$ cat config.mk
export PLATFORM = sky130hd
export DESIGN_NAME = multicycle_ctrl
export DESIGN_NICKNAME = d
export VERILOG_FILES = /design/src/rtl/rv_ctrl_pkg.sv /design/src/rtl/rv_opc_decode.sv /design/src/rtl/multicycle_ctrl.sv
export SDC_FILE = /design/constraint.sdc
export NUM_CORES = 1
export LEC_CHECK = 0
export ABC_AREA = 1
export ABC_CLOCK_PERIOD_IN_PS = 2940
export BUFFER_PORTS_ARGS = -buffer_cell sky130_fd_sc_hd__buf_2
export CORE_AREA = 4 4 109 111
export CTS_CLUSTER_DIAMETER = 30
export DETAILED_ROUTE_END_ITERATION = 6
export DIE_AREA = 0 0 113 115
export PLACE_DENSITY_LB_ADDON = 0.15
export SLEW_MARGIN = 0
export SYNTH_ARGS = -nofsm -noshare
export SYNTH_HDL_FRONTEND = slang
export SYNTH_SLANG_ARGS = --single-unit
$ cat constraint.sdc
create_clock -name clk -period 2.94 [get_ports clk]
set_input_delay 0.882 -clock clk [delete_from_list [all_inputs] [get_ports clk]]
set_output_delay 0.882 -clock clk [all_outputs]
set_load 0.01 [all_outputs]
$ cat src/rtl/rv_ctrl_pkg.sv
// Shared types for the multicycle RV64I control path: opcodes, FSM states and select encodings.
// Also provides the per-opcode-class ALU operand/op-class selection.
package rv_ctrl_pkg;

  localparam logic [6:0] OpcLoad    = 7'b0000011;
  localparam logic [6:0] OpcOpImm   = 7'b0010011;
  localparam logic [6:0] OpcAuipc   = 7'b0010111;
  localparam logic [6:0] OpcOpImm32 = 7'b0011011;
  localparam logic [6:0] OpcStore   = 7'b0100011;
  localparam logic [6:0] OpcOp      = 7'b0110011;
  localparam logic [6:0] OpcLui     = 7'b0110111;
  localparam logic [6:0] OpcOp32    = 7'b0111011;
  localparam logic [6:0] OpcBranch  = 7'b1100011;
  localparam logic [6:0] OpcJalr    = 7'b1100111;
  localparam logic [6:0] OpcJal     = 7'b1101111;

  typedef enum logic [2:0] {
    StFetch  = 3'd0,
    StDecode = 3'd1,
    StExec   = 3'd2,
    StMem    = 3'd3,
    StWb     = 3'd4,
    StTrap   = 3'd5
  } state_t;

  typedef enum logic [3:0] {
    OcOp      = 4'd0,
    OcOpImm   = 4'd1,
    OcOp32    = 4'd2,
    OcOpImm32 = 4'd3,
    OcLoad    = 4'd4,
    OcStore   = 4'd5,
    OcBranch  = 4'd6,
    OcJal     = 4'd7,
    OcJalr    = 4'd8,
    OcLui     = 4'd9,
    OcAuipc   = 4'd10,
    OcIllegal = 4'd11
  } opc_class_t;

  typedef enum logic [1:0] {
    AluAdd   = 2'd0,
    AluFunct = 2'd1,
    AluCmp   = 2'd2,
    AluPassB = 2'd3
  } alu_class_t;

  typedef enum logic [1:0] {
    PcPlus4 = 2'd0,
    PcImm   = 2'd1,
    PcAlu   = 2'd2
  } pc_sel_t;

  typedef enum logic [1:0] {
    WbAlu  = 2'd0,
    WbLoad = 2'd1,
    WbPc4  = 2'd2
  } wb_sel_t;

  typedef struct packed {
    logic       src_a;
    logic       src_b;
    alu_class_t cls;
  } alu_ctrl_t;

  // ALU setup is held from EXEC through MEM/WB so the combinational result stays valid.
  function automatic alu_ctrl_t alu_ctrl(input opc_class_t oc);
    alu_ctrl_t a;
    a = '{src_a: 1'b0, src_b: 1'b0, cls: AluAdd};
    case (oc)
      OcOp, OcOp32:       a.cls = AluFunct;
      OcOpImm, OcOpImm32: begin
        a.src_b = 1'b1;
        a.cls   = AluFunct;
      end
      OcLoad, OcStore,
      OcJalr:             a.src_b = 1'b1;
      OcBranch:           a.cls = AluCmp;
      OcLui: begin
        a.src_b = 1'b1;
        a.cls   = AluPassB;
      end
      OcAuipc: begin
        a.src_a = 1'b1;
        a.src_b = 1'b1;
      end
      default: ;
    endcase
    return a;
  endfunction

endpackage

$ cat src/rtl/rv_opc_decode.sv
// Opcode classifier: maps instr[6:0] onto the control path's opcode classes.
// Anything outside RV64I base opcodes is reported as OcIllegal.
module rv_opc_decode
  import rv_ctrl_pkg::*;
(
  input  logic [6:0] opcode_i,
  output opc_class_t opc_class_o
);

  always_comb begin
    opc_class_o = OcIllegal;
    case (opcode_i)
      OpcOp:      opc_class_o = OcOp;
      OpcOpImm:   opc_class_o = OcOpImm;
      OpcOp32:    opc_class_o = OcOp32;
      OpcOpImm32: opc_class_o = OcOpImm32;
      OpcLoad:    opc_class_o = OcLoad;
      OpcStore:   opc_class_o = OcStore;
      OpcBranch:  opc_class_o = OcBranch;
      OpcJal:     opc_class_o = OcJal;
      OpcJalr:    opc_class_o = OcJalr;
      OpcLui:     opc_class_o = OcLui;
      OpcAuipc:   opc_class_o = OcAuipc;
      default:    opc_class_o = OcIllegal;
    endcase
  end

endmodule

$ cat src/rtl/multicycle_ctrl.sv
// Main sequencing FSM of the multicycle RV64I core (FETCH/DECODE/EXEC/MEM/WB) plus instret.
// Build option: define ILLEGAL_TRAP_EN to trap illegal opcodes instead of retiring them as NOPs.
module multicycle_ctrl
  import rv_ctrl_pkg::*;
#(
  parameter int unsigned CNT_W       = 64,
  parameter int unsigned MEM_TIMEOUT = 0
) (
  input  logic             clk,
  input  logic             rst,
  input  logic [31:0]      instr,
  input  logic             mem_ready,
  input  logic             br_taken,
  output logic             mem_req,
  output logic             mem_we,
  output logic             mem_is_fetch,
  output logic             ir_write,
  output logic             pc_write,
  output logic [1:0]       pc_sel,
  output logic             alu_src_a,
  output logic             alu_src_b,
  output logic [1:0]       alu_class,
  output logic             reg_write,
  output logic [1:0]       wb_sel,
  output logic             mem_err,
  output logic             trap,
  output logic [CNT_W-1:0] instret
);

  state_t           state_q, state_d;
  opc_class_t       opc_q, opc_d;
  opc_class_t       dec_class;
  logic [CNT_W-1:0] instret_q, instret_d;
  logic             mem_err_q, mem_err_d;
  logic [31:0]      to_cnt_q, to_cnt_d;
  logic             retire;
  logic             waiting;

  // Only the opcode field is consumed here; the rest belongs to the datapath decoders.
  logic unused_instr_hi;
  assign unused_instr_hi = ^instr[31:7];

  rv_opc_decode u_opc_decode (
    .opcode_i    (instr[6:0]),
    .opc_class_o (dec_class)
  );

  // Next-state and retire logic.
  always_comb begin
    state_d = state_q;
    opc_d   = opc_q;
    retire  = 1'b0;
    case (state_q)
      StFetch: begin
        if (mem_ready) state_d = StDecode;
      end
      StDecode: begin
        opc_d   = dec_class;
        state_d = StExec;
`ifdef ILLEGAL_TRAP_EN
        if (dec_class == OcIllegal) state_d = StTrap;
`endif
      end
      StExec: begin
        case (opc_q)
          OcLoad, OcStore: state_d = StMem;
          OcBranch: begin
            state_d = StFetch;
            retire  = 1'b1;
          end
          default:         state_d = StWb;
        endcase
      end
      StMem: begin
        if (mem_ready) begin
          if (opc_q == OcStore) begin
            state_d = StFetch;
            retire  = 1'b1;
          end else begin
            state_d = StWb;
          end
        end
      end
      StWb: begin
        state_d = StFetch;
        retire  = 1'b1;
      end
      StTrap:  state_d = StFetch;
      default: state_d = StFetch;
    endcase
  end

  // Output decode; everything is forced low while rst is asserted.
  pc_sel_t    pc_sel_c;
  wb_sel_t    wb_sel_c;
  alu_ctrl_t  alu_c;
  logic       mem_req_c;

  always_comb begin
    mem_req_c    = 1'b0;
    mem_we       = 1'b0;
    mem_is_fetch = 1'b0;
    ir_write     = 1'b0;
    pc_write     = 1'b0;
    pc_sel_c     = PcPlus4;
    alu_c        = '{src_a: 1'b0, src_b: 1'b0, cls: AluAdd};
    reg_write    = 1'b0;
    wb_sel_c     = WbAlu;
    trap         = 1'b0;
    if (!rst) begin
      case (state_q)
        StFetch: begin
          mem_req_c    = 1'b1;
          mem_is_fetch = 1'b1;
          ir_write     = mem_ready;
        end
        StExec: begin
          alu_c = alu_ctrl(opc_q);
          case (opc_q)
            OcBranch: begin
              pc_write = 1'b1;
              pc_sel_c = br_taken ? PcImm : PcPlus4;
            end
            OcJal: begin
              pc_write = 1'b1;
              pc_sel_c = PcImm;
            end
            OcJalr: begin
              pc_write = 1'b1;
              pc_sel_c = PcAlu;
            end
            default: ;
          endcase
        end
        StMem: begin
          alu_c     = alu_ctrl(opc_q);
          mem_req_c = 1'b1;
          mem_we    = (opc_q == OcStore);
          // A store retires here, so it advances the PC on completion.
          pc_write  = (opc_q == OcStore) && mem_ready;
        end
        StWb: begin
          alu_c     = alu_ctrl(opc_q);
          reg_write = (opc_q != OcIllegal);
          pc_write  = (opc_q != OcJal) && (opc_q != OcJalr);
          case (opc_q)
            OcLoad:       wb_sel_c = WbLoad;
            OcJal, OcJalr: wb_sel_c = WbPc4;
            default:      wb_sel_c = WbAlu;
          endcase
        end
        StTrap: begin
`ifdef ILLEGAL_TRAP_EN
          trap = 1'b1;
`endif
        end
        default: ;
      endcase
    end
  end

  assign mem_req   = mem_req_c;
  assign pc_sel    = pc_sel_c;
  assign wb_sel    = wb_sel_c;
  assign alu_src_a = alu_c.src_a;
  assign alu_src_b = alu_c.src_b;
  assign alu_class = alu_c.cls;

  // Memory timeout: counts stalled request cycles; error is sticky and the FSM keeps waiting.
  assign waiting = mem_req_c & ~mem_ready;

  always_comb begin
    to_cnt_d  = '0;
    mem_err_d = mem_err_q;
    if ((MEM_TIMEOUT != 0) && waiting) begin
      to_cnt_d = to_cnt_q;
      if (!mem_err_q) begin
        to_cnt_d = to_cnt_q + 32'd1;
        if (to_cnt_d == MEM_TIMEOUT) mem_err_d = 1'b1;
      end
    end
  end

  assign instret_d = instret_q + {{(CNT_W-1){1'b0}}, retire};

  always_ff @(posedge clk) begin
    if (rst) begin
      state_q   <= StFetch;
      opc_q     <= OcIllegal;
      instret_q <= '0;
      mem_err_q <= 1'b0;
      to_cnt_q  <= '0;
    end else begin
      state_q   <= state_d;
      opc_q     <= opc_d;
      instret_q <= instret_d;
      mem_err_q <= mem_err_d;
      to_cnt_q  <= to_cnt_d;
    end
  end

  assign instret = rst ? '0 : instret_q;
  assign mem_err = rst ? 1'b0 : mem_err_q;

endmodule

## Yosys cells after proc, flatten, opt, wreduce, memory -nomap -nowiden

Index checks and enable logic that the tools add are counted.

- Bits in registers: 72
- Bits of input ports: 36
- Output and inout bits: 80
- Word-level logic and storage cells: 84

- $add $sub $neg: 1
- Eq/ne operators: 30
- Multiplexer cells: 37
- Reductions and logical operators: 12

Operator list:

| kind | number |
|---|---|
| $add 64x1->64 | 1 |
| $mux 64 | 1 |
| $pmux 4 s11 | 1 |
| $eq 7x6->1 const B | 4 |
| $eq 7x5->1 const B | 3 |
| $eq 7x7->1 const B | 3 |
| $mux 1 | 19 |
| $eq 4x3->1 const B | 4 |
| $eq 4x4->1 const B | 3 |
| $pmux 2 s3 | 2 |
| $pmux 3 s4 | 1 |
| $mux 3 | 3 |
| $eq 4x2->1 const B | 2 |
| $mux 2 | 4 |
| $mux 4 | 2 |
| $ne 4x4->1 const B | 2 |
| $eq 7x2->1 const B | 1 |
| $reduce_or 7->1 | 1 |
| $eq 3x2->1 const B | 2 |
| $pmux 1 s3 | 2 |
| $pmux 3 s2 | 1 |
| $reduce_or 2->1 | 3 |
| $reduce_or 3->1 | 2 |
| $eq 4x1->1 const B | 1 |
| other kinds (10) | 12 |

## Depth between registers and ports, before layout

Gate-level depths: netlist of run 1.

- Depth in word-level cells: 5
- Depth in mapped cells: 16
- Mapped depth without buffers: 16

## By module

A second synthesis of run 1 with hierarchy kept.

- Cell total of the unflattened synthesis: 854
- Area total of the unflattened synthesis: 4810.9 µm²

Modules (own cells, without submodules):

| module | instances | cells each | area each (µm²) | sequential area each (µm²) |
|---|---|---|---|---|
| multicycle_ctrl | 1 | 801 | 4551.9 | 1441.4 |
| rv_opc_decode | 1 | 53 | 259.0 | 0.0 |

## Least setup slack after synthesis of run 1

Ideal clock, no wire load.

- Path type: input -> output
- From: input rst
- To: output mem_err (netlist name)
- Arrival time: 1803 ps
- Data required time: 2058 ps
- Slack: 255 ps
- Stages: 4
- Buffers on the path: 3
- Cells stage by stage: clkbuf_1 -> clkbuf_1 -> clkbuf_1 -> nor2_1

RTL lines:

| item | RTL line | source |
|---|---|---|
| from (decl) | multicycle_ctrl.sv:10 | `input logic rst,` |

## Worst setup path in the final report of run 1

- From: register opc_q[3]
- To: output pc_sel[0]

- Longest elaborated chain between the ends: 4
- Elaborated cells between the ends (all ways): 6
- Classes of those cells: eq/ne: 3; mux: 3

Ends and longest elaborated chain:

| item | RTL line | source |
|---|---|---|
| from (decl) | multicycle_ctrl.sv:31 | `opc_class_t opc_q, opc_d;` |
| from (signal assigned) | multicycle_ctrl.sv:189 | `opc_q <= OcIllegal;` |
| from (signal assigned) | multicycle_ctrl.sv:195 | `opc_q <= opc_d;` |
| $eq 4x4->1 / $eq 4x3->1 (equally long branches) | multicycle_ctrl.sv:119 | `case (opc_q)` |
| $pmux 2 s3 (*) | multicycle_ctrl.sv:119 |  |
| $mux 2 (*) | multicycle_ctrl.sv:111 | `case (state_q)` |
| $mux 2 (*) | multicycle_ctrl.sv:110 | `if (!rst) begin` |
| to (decl) | multicycle_ctrl.sv:19 | `output logic [1:0] pc_sel,` |

Every way passes the cells marked *; elsewhere a longest branch is shown, timed or not.

==> run_results.csv, run 1 <==
group,metric,value,unit
drt,finalWirelength,14500,um
global_route,grt_use_met3,0.0411,
clocking,cts_tree,"yes",
clocking,cts_buffers,9,
clocking,clock_latency,0.36,ns
final_layout,final_cells,1078,
placed_design,hpwl,11800,um
final_layout,drive_above_1_share,0.134,
timing,fin_crit_sh,0.898,
outcome,outcome,"completed",
timing,fin_skew,0.0118,ns
timing,max_freq,379,MHz
global_route,use_met2,0.369,
synth,synth_edf_count,0,
clocking,post_cts_buffers,0,
floorplan,initial_core_util,0.431,
drt,dr.pass1.iters,5,
placed_design,place_ws,0.202,ns
synth,yosys_register_bits,72,
floorplan,die_h,115,um
synth,netlist_area,4650,um^2
placed_design,portBuffers,89,
drt,viasPerCell,5.02,
clocking,clk_pin_slew,0.07,ns
timing,post-route-min-period,2.64,ns
global_route,grt_pass1_vias,5062,
global_route,grt_pass1_wl,23800,um
clocking,cts_root_buf,"clkbuf_8",
floorplan,boundaryPins,116,
final_layout,finish.net_count,973,
setup_path,startpoint_type,"flip-flop",
setup_path,crit_path_end_kind,"primary output",
setup_path,required,2.06,ns
global_route,grt_usage,0.228,
timing,setup_slack,0.300,ns
timing,grt_setup_unrepaired,"no",
floorplan,num_rows,38,
power,leakage,1.99,nW
clocking,cts_resized,0,
global_route,top_usage_layer,"met2",
clocking,cts_hold_buf,0,
synth,yosysTopAreaCellShare,0.310,
floorplan,die_w,113,um
global_route,grt_max_degree,61,
setup_path,worst-path-max-fanout,5,
flow_run,cap_violations,0,
drt,routedWlPerCell,13.5,um
final_layout,antennaDiodeCount,0,
synth,yosysMostFrequentCell,"nand2_1",
placed_design,dp.cells,1064,
synth,synth_area_leaders,"dfxtp_1 31%, nand2_1 19%, nor2_1 17%, inv_1 8.2%, a21oi_1 7.6%",
synth,synth_nets,874,
synth,netlist_instances,836,
drt,vias,5407,
power,powerDensity,347,nW/um^2
synth,synth_common_cells,"235 x nand2_1, 214 x nor2_1, 102 x inv_1",
timing,setup_tns,0,ns
clocking,htreeDepth,3,
clocking,clockBufferDepth,2,
final_layout,fin_util,0.512,
synth,synth.yosys.seq_area_share,0.310,
setup_path,critPathKind,"reg2out",
floorplan,coreArea,10800,um^2
synth,avgSynthCellArea,5.56,um^2
min_path,hold_class,"reg2reg",
global_route,met1_usage,0.307,
timing,maxSlewViolCount,0,
synth,ys_types,25,
synth,async_flop_share,0,
power,vdd_drop_max,0.215,mV
synth,yosys_most_used_dff,"dfxtp_1",
global_route,antenna_found_initial,0,
placed_design,gp_congestion,0.893,
clocking,cts_sinks,72,
timing,hold_viol_final,0,
setup_path,arrival,1.76,ns
global_route,grt-ovfl-total,0,
synth,ys.warnings.count,0,
drt,drt_iter0_markers,281,
synth,yosys.area.top_type,"dfxtp_1",
drt,ant_nets,0,
floorplan,die_area,13000,um^2
drt,route.detailed.drc,0,
final_layout,fill_cells,1211,
final_layout,area_delta_synth_final,18.9,%
timing,finalSetupViolations,0,
## worst max-delay path, cell delays in order (launching register included)
cell,delay [ns]
dfxtp_1,0.41
nand2_1,0.12
nor3_1,0.23
nor2_1,0.11
a21oi_1,0.18
nor3b_1,0.19
buf_2,0.16
## path summary, 6_finish.rpt
path                                      end  cells past startpoint  slack (ns)  startpoint
worst max-delay path                pc_sel[0]                      6        0.30    opc_q[3]
worst min-delay path                mem_err_d                      2        0.42   mem_err_d
worst max register to register  instret_q[62]                     15        0.38    opc_q[2]
worst min register to register      mem_err_d                      2        0.42   mem_err_d
## power by group
| part | switching (mW) | total [mW] | internal (mW) |
|---|---|---|---|
| logic | 0.120 | 0.177 | 0.0571 |
| clock network | 0.368 | 0.736 | 0.368 |
| registers | 0.0167 | 1.01 | 0.990 |
## sequential cells by signal, indices dropped and copies added (netlist names)
register and flops:
instret_q 64, opc_q 4, state_q 3, mem_err_d 1
## cells by family (layout without fill, tap and decap cells)
| group | after synthesis | in the layout | synth area share |
|---|---|---|---|
| AND/OR/NAND/NOR | 529 | 529 | 0.461 |
| flip-flops | 72 | 72 | 0.310 |
| XOR/XNOR | 1 | 1 | 0.00188 |
| AO/OA/AOI/OAI | 111 | 111 | 0.123 |
| adder cells (fa/ha/maj) | 2 | 2 | 0.00538 |
| other | 1 | 1 | 0.000807 |
| buffers and inverters | 120 | 222 | 0.0977 |
## layout make-up
| class | instances | area [um^2] | share of cell area |
|---|---|---|---|
| multi-input combinational | 644 | 2760 | 0.498 |
| tap | 140 | 175 | 0.0317 |
| timing repair buffer | 106 | 601 | 0.109 |
| clock buffer | 14 | 173 | 0.0312 |
| sequential | 72 | 1440 | 0.261 |
| inverter | 102 | 383 | 0.0693 |
## cells in the final DEF (no fill, tap or decap)
cell type | netlist | routed
a21oi_1 | 71 | 71
and3_1 | 1 | 1
buf_12 | 0 | 2
buf_2 | 0 | 88
buf_4 | 1 | 16
clkbuf_1 | 17 | 2
clkbuf_8 | 0 | 12
conb_1 | 1 | 1
dfxtp_1 | 72 | 72
ha_1 | 2 | 2
inv_1 | 102 | 102
nand2_1 | 235 | 235
nand2_4 | 1 | 1
nand3_1 | 44 | 44
nand3b_1 | 1 | 1
nand4_1 | 16 | 16
nor2_1 | 214 | 213
nor2_2 | 3 | 4
nor2_4 | 3 | 3
nor3_1 | 8 | 8
nor3b_1 | 1 | 1
nor4_1 | 2 | 2
o211ai_1 | 3 | 3
o21a_1 | 1 | 1
o21ai_0 | 34 | 34
o311ai_0 | 1 | 1
o31ai_1 | 1 | 1
xor2_1 | 1 | 1
## routing by layer
layer,up-vias,wire (um)
met4,0,405
met1,2387,6840
met3,21,950
met5,-,0
li1,2829,-
met2,170,6330
## stage by stage
stage	instance area, um^2	power [mW]	hold slack, ns
4_1_cts	5530	1.93	0.423
5_1_grt	5530	2.00	0.443
3_3_place_gp	5350	1.21	0.408
3_5_place_dp	5350	1.20	0.410
6_report	5530	1.92	0.421
2_1_floorplan	4650	1.15	0.438
Power figures use the tool's default switching activity.
==> inputs of run 2 (changes only) <==
CORE_AREA = 4 4 111 113   (was 4 4 109 111)
DIE_AREA = 0 0 115 117   (was 0 0 113 115)
SYNTH_HIERARCHICAL = 1   (was default)
==> run 2 against run 1 <==
Critical path type is now in2out. First-iteration DRC count is 36% higher. Synthesized area is 3.5% higher. Die area is 3.5% higher.
==> run_results.csv, run 2 <==
group,metric,value,unit
synth,synth.yosys.seq_area_share,0.300,
timing,setup_slack,0.396,ns
clocking,clk_pin_slew,0.05,ns
clocking,post_cts_buffers,0,
global_route,grt_max_degree,64,
clocking,clockBufferDepth,2,
synth,yosysMostFrequentCell,"nand2_1",
drt,routedWlPerCell,12.7,um
setup_path,arrival,1.66,ns
setup_path,crit_path_end_kind,"primary output",
timing,fin_crit_sh,0.865,
synth,netlist_instances,854,
drt,viasPerCell,4.80,
setup_path,worst-path-max-fanout,18,
synth,avgSynthCellArea,5.63,um^2
placed_design,portBuffers,89,
global_route,grt_pass1_wl,22600,um
synth,synth_edf_count,0,
synth,synth_common_cells,"236 x nand2_1, 222 x nor2_1, 97 x inv_1",
drt,finalWirelength,13900,um
final_layout,area_delta_synth_final,20.2,%
final_layout,largest_reg_flops,64,
drt,vias,5259,
placed_design,gp_congestion,0.947,
setup_path,worstReg2RegStart,"opc_q[2]",
setup_path,required,2.06,ns
synth,synth_nets,892,
synth,netlist_area,4810,um^2
clocking,cts_tree,"yes",
drt,dr_wl_met3,782,um
synth,yosys.area.top_type,"dfxtp_1",
drt,m1WireLength,6480,um
timing,finalSetupViolations,0,
placed_design,place_ws,0.273,ns
clocking,clock_latency,0.33,ns
final_layout,final_common_cell,"nand2_1",
floorplan,die_area,13500,um^2
timing,worst_pin_slew,0.764,ns
clocking,cts_buffers,9,
floorplan,num_rows,39,
clocking,cts_hold_buf,0,
global_route,antenna_found_initial,0,
setup_path,startpoint_type,"input port",
floorplan,die_w,115,um
global_route,grt_pass1_vias,4831,
final_layout,largest_registers,"instret_q x64, opc_q x4, state_q x3",
floorplan,coreArea,11300,um^2
setup_path,crit_start,"rst",
setup_path,r2r_setup_slack,0.47,ns
drt,routed.top_layer,"met4",
drt,met2_length,6300,um
placed_design,place_area,5460,um^2
global_route,grt_usage,0.211,
final_layout,drive_above_1_share,0.169,
final_layout,fin_util,0.511,
synth,ys.warnings.count,6,
drt,route.detailed.drc,0,
setup_path,critPathKind,"in2out",
synth,ys_types,28,
clocking,cts_resized,0,
clocking,cts_root_buf,"clkbuf_16",
floorplan,initial_core_util,0.425,
synth,yosys_most_used_dff,"dfxtp_1",
final_layout,final_cell_mix,"236 x nand2_1, 222 x nor2_1, 97 x inv_1, 88 x buf_2, 72 x dfxtp_1",
timing,hold_viol_final,0,
timing,slew_headroom,0.487,
floorplan,boundaryPins,116,
placed_design,hpwl,11500,um
clocking,cts_sinks,72,
flow_run,cap_violations,0,
min_path,hold_class,"reg2reg",
timing,max_freq,393,MHz
synth,synth_area_leaders,"dfxtp_1 30%, nand2_1 18%, nor2_1 17%, inv_1 7.6%, a21oi_1 6.1%",
timing,maxSlewViolCount,0,
final_layout,final_cell_area,5780,um^2
drt,ant_nets,0,
outcome,outcome,"completed",
synth,yosys_register_bits,72,
power,powerDensity,411,nW/um^2
min_path,hold_start,"mem_err_d",
timing,fin_skew,0.00741,ns
drt,drt_iter0_markers,381,
timing,post-route-min-period,2.54,ns
power,vdd_drop_max,0.337,mV
clocking,htreeDepth,3,
drt,dr.pass1.iters,5,
synth,async_flop_share,0,
global_route,grt-ovfl-total,0,
floorplan,die_h,117,um
final_layout,top_register,"instret_q",
power,leakage,2.20,nW
synth,yosysTopAreaCellShare,0.300,
timing,grt_setup_unrepaired,"no",
final_layout,finish.net_count,985,
timing,setup_tns,0,ns
final_layout,antennaDiodeCount,0,
[run 2: final timing paths]
path                    to  depth (start not counted)
max              alu_src_a                          5
min              mem_err_d                          2
max reg2reg  instret_q[33]                         17
min reg2reg      mem_err_d                          2
[run 2: metal layers]
layer	GRT usage	vias to the layer above
met5	0	-
met4	0.0743	0
met3	0.0452	22
met2	0.346	138
met1	0.276	2260
li1	-	2839
[run 2: layout make-up]
type	instances	area (um^2)
clock inverter	5	80.1
tap	143	179
timing repair buffer	100	543
sequential	72	1440
multi-input combinational	657	2900
clock buffer	11	243
inverter	107	402
fill	1240	5540
[run 2: kinds of logic (layout without fill, tap and decap cells)]
| logic type | after synthesis | in the layout | share of synthesized area |
|---|---|---|---|
| other cells | 1 | 1 | 0.000779 |
| xor+xnor | 5 | 5 | 0.00910 |
| fa+ha+maj | 2 | 2 | 0.00520 |
| buf+inv | 125 | 223 | 0.0983 |
| simple gates | 549 | 549 | 0.480 |
| compound gates | 100 | 100 | 0.107 |
| flops | 72 | 72 | 0.300 |
[run 2: report_power, final]
part | leakage [nW] | internal [mW] | switching, mW
sequential | 0.581 | 0.991 | 0.0153
clock | 0.152 | 0.765 | 0.423
combinational | 1.47 | 0.0574 | 0.129
total | 2.20 | 1.81 | 0.567
[run 2: per-stage QoR]
step / hold slack [ns] / total power, mW / cells
3_3_place_gp: 0.410 / 1.21 / 1079
2_1_floorplan: 0.438 / 1.16 / 854
4_1_cts: 0.420 / 2.40 / 1095
3_5_place_dp: 0.412 / 1.21 / 1079
5_1_grt: 0.436 / 2.47 / 1095
6_report: 0.417 / 2.38 / 1095
[run 2: worst max-delay path: stages]
cell and delay (ns):
buf_4 0.18, inv_1 0.12, nand2_1 0.14, nor4_1 0.17, buf_2 0.17
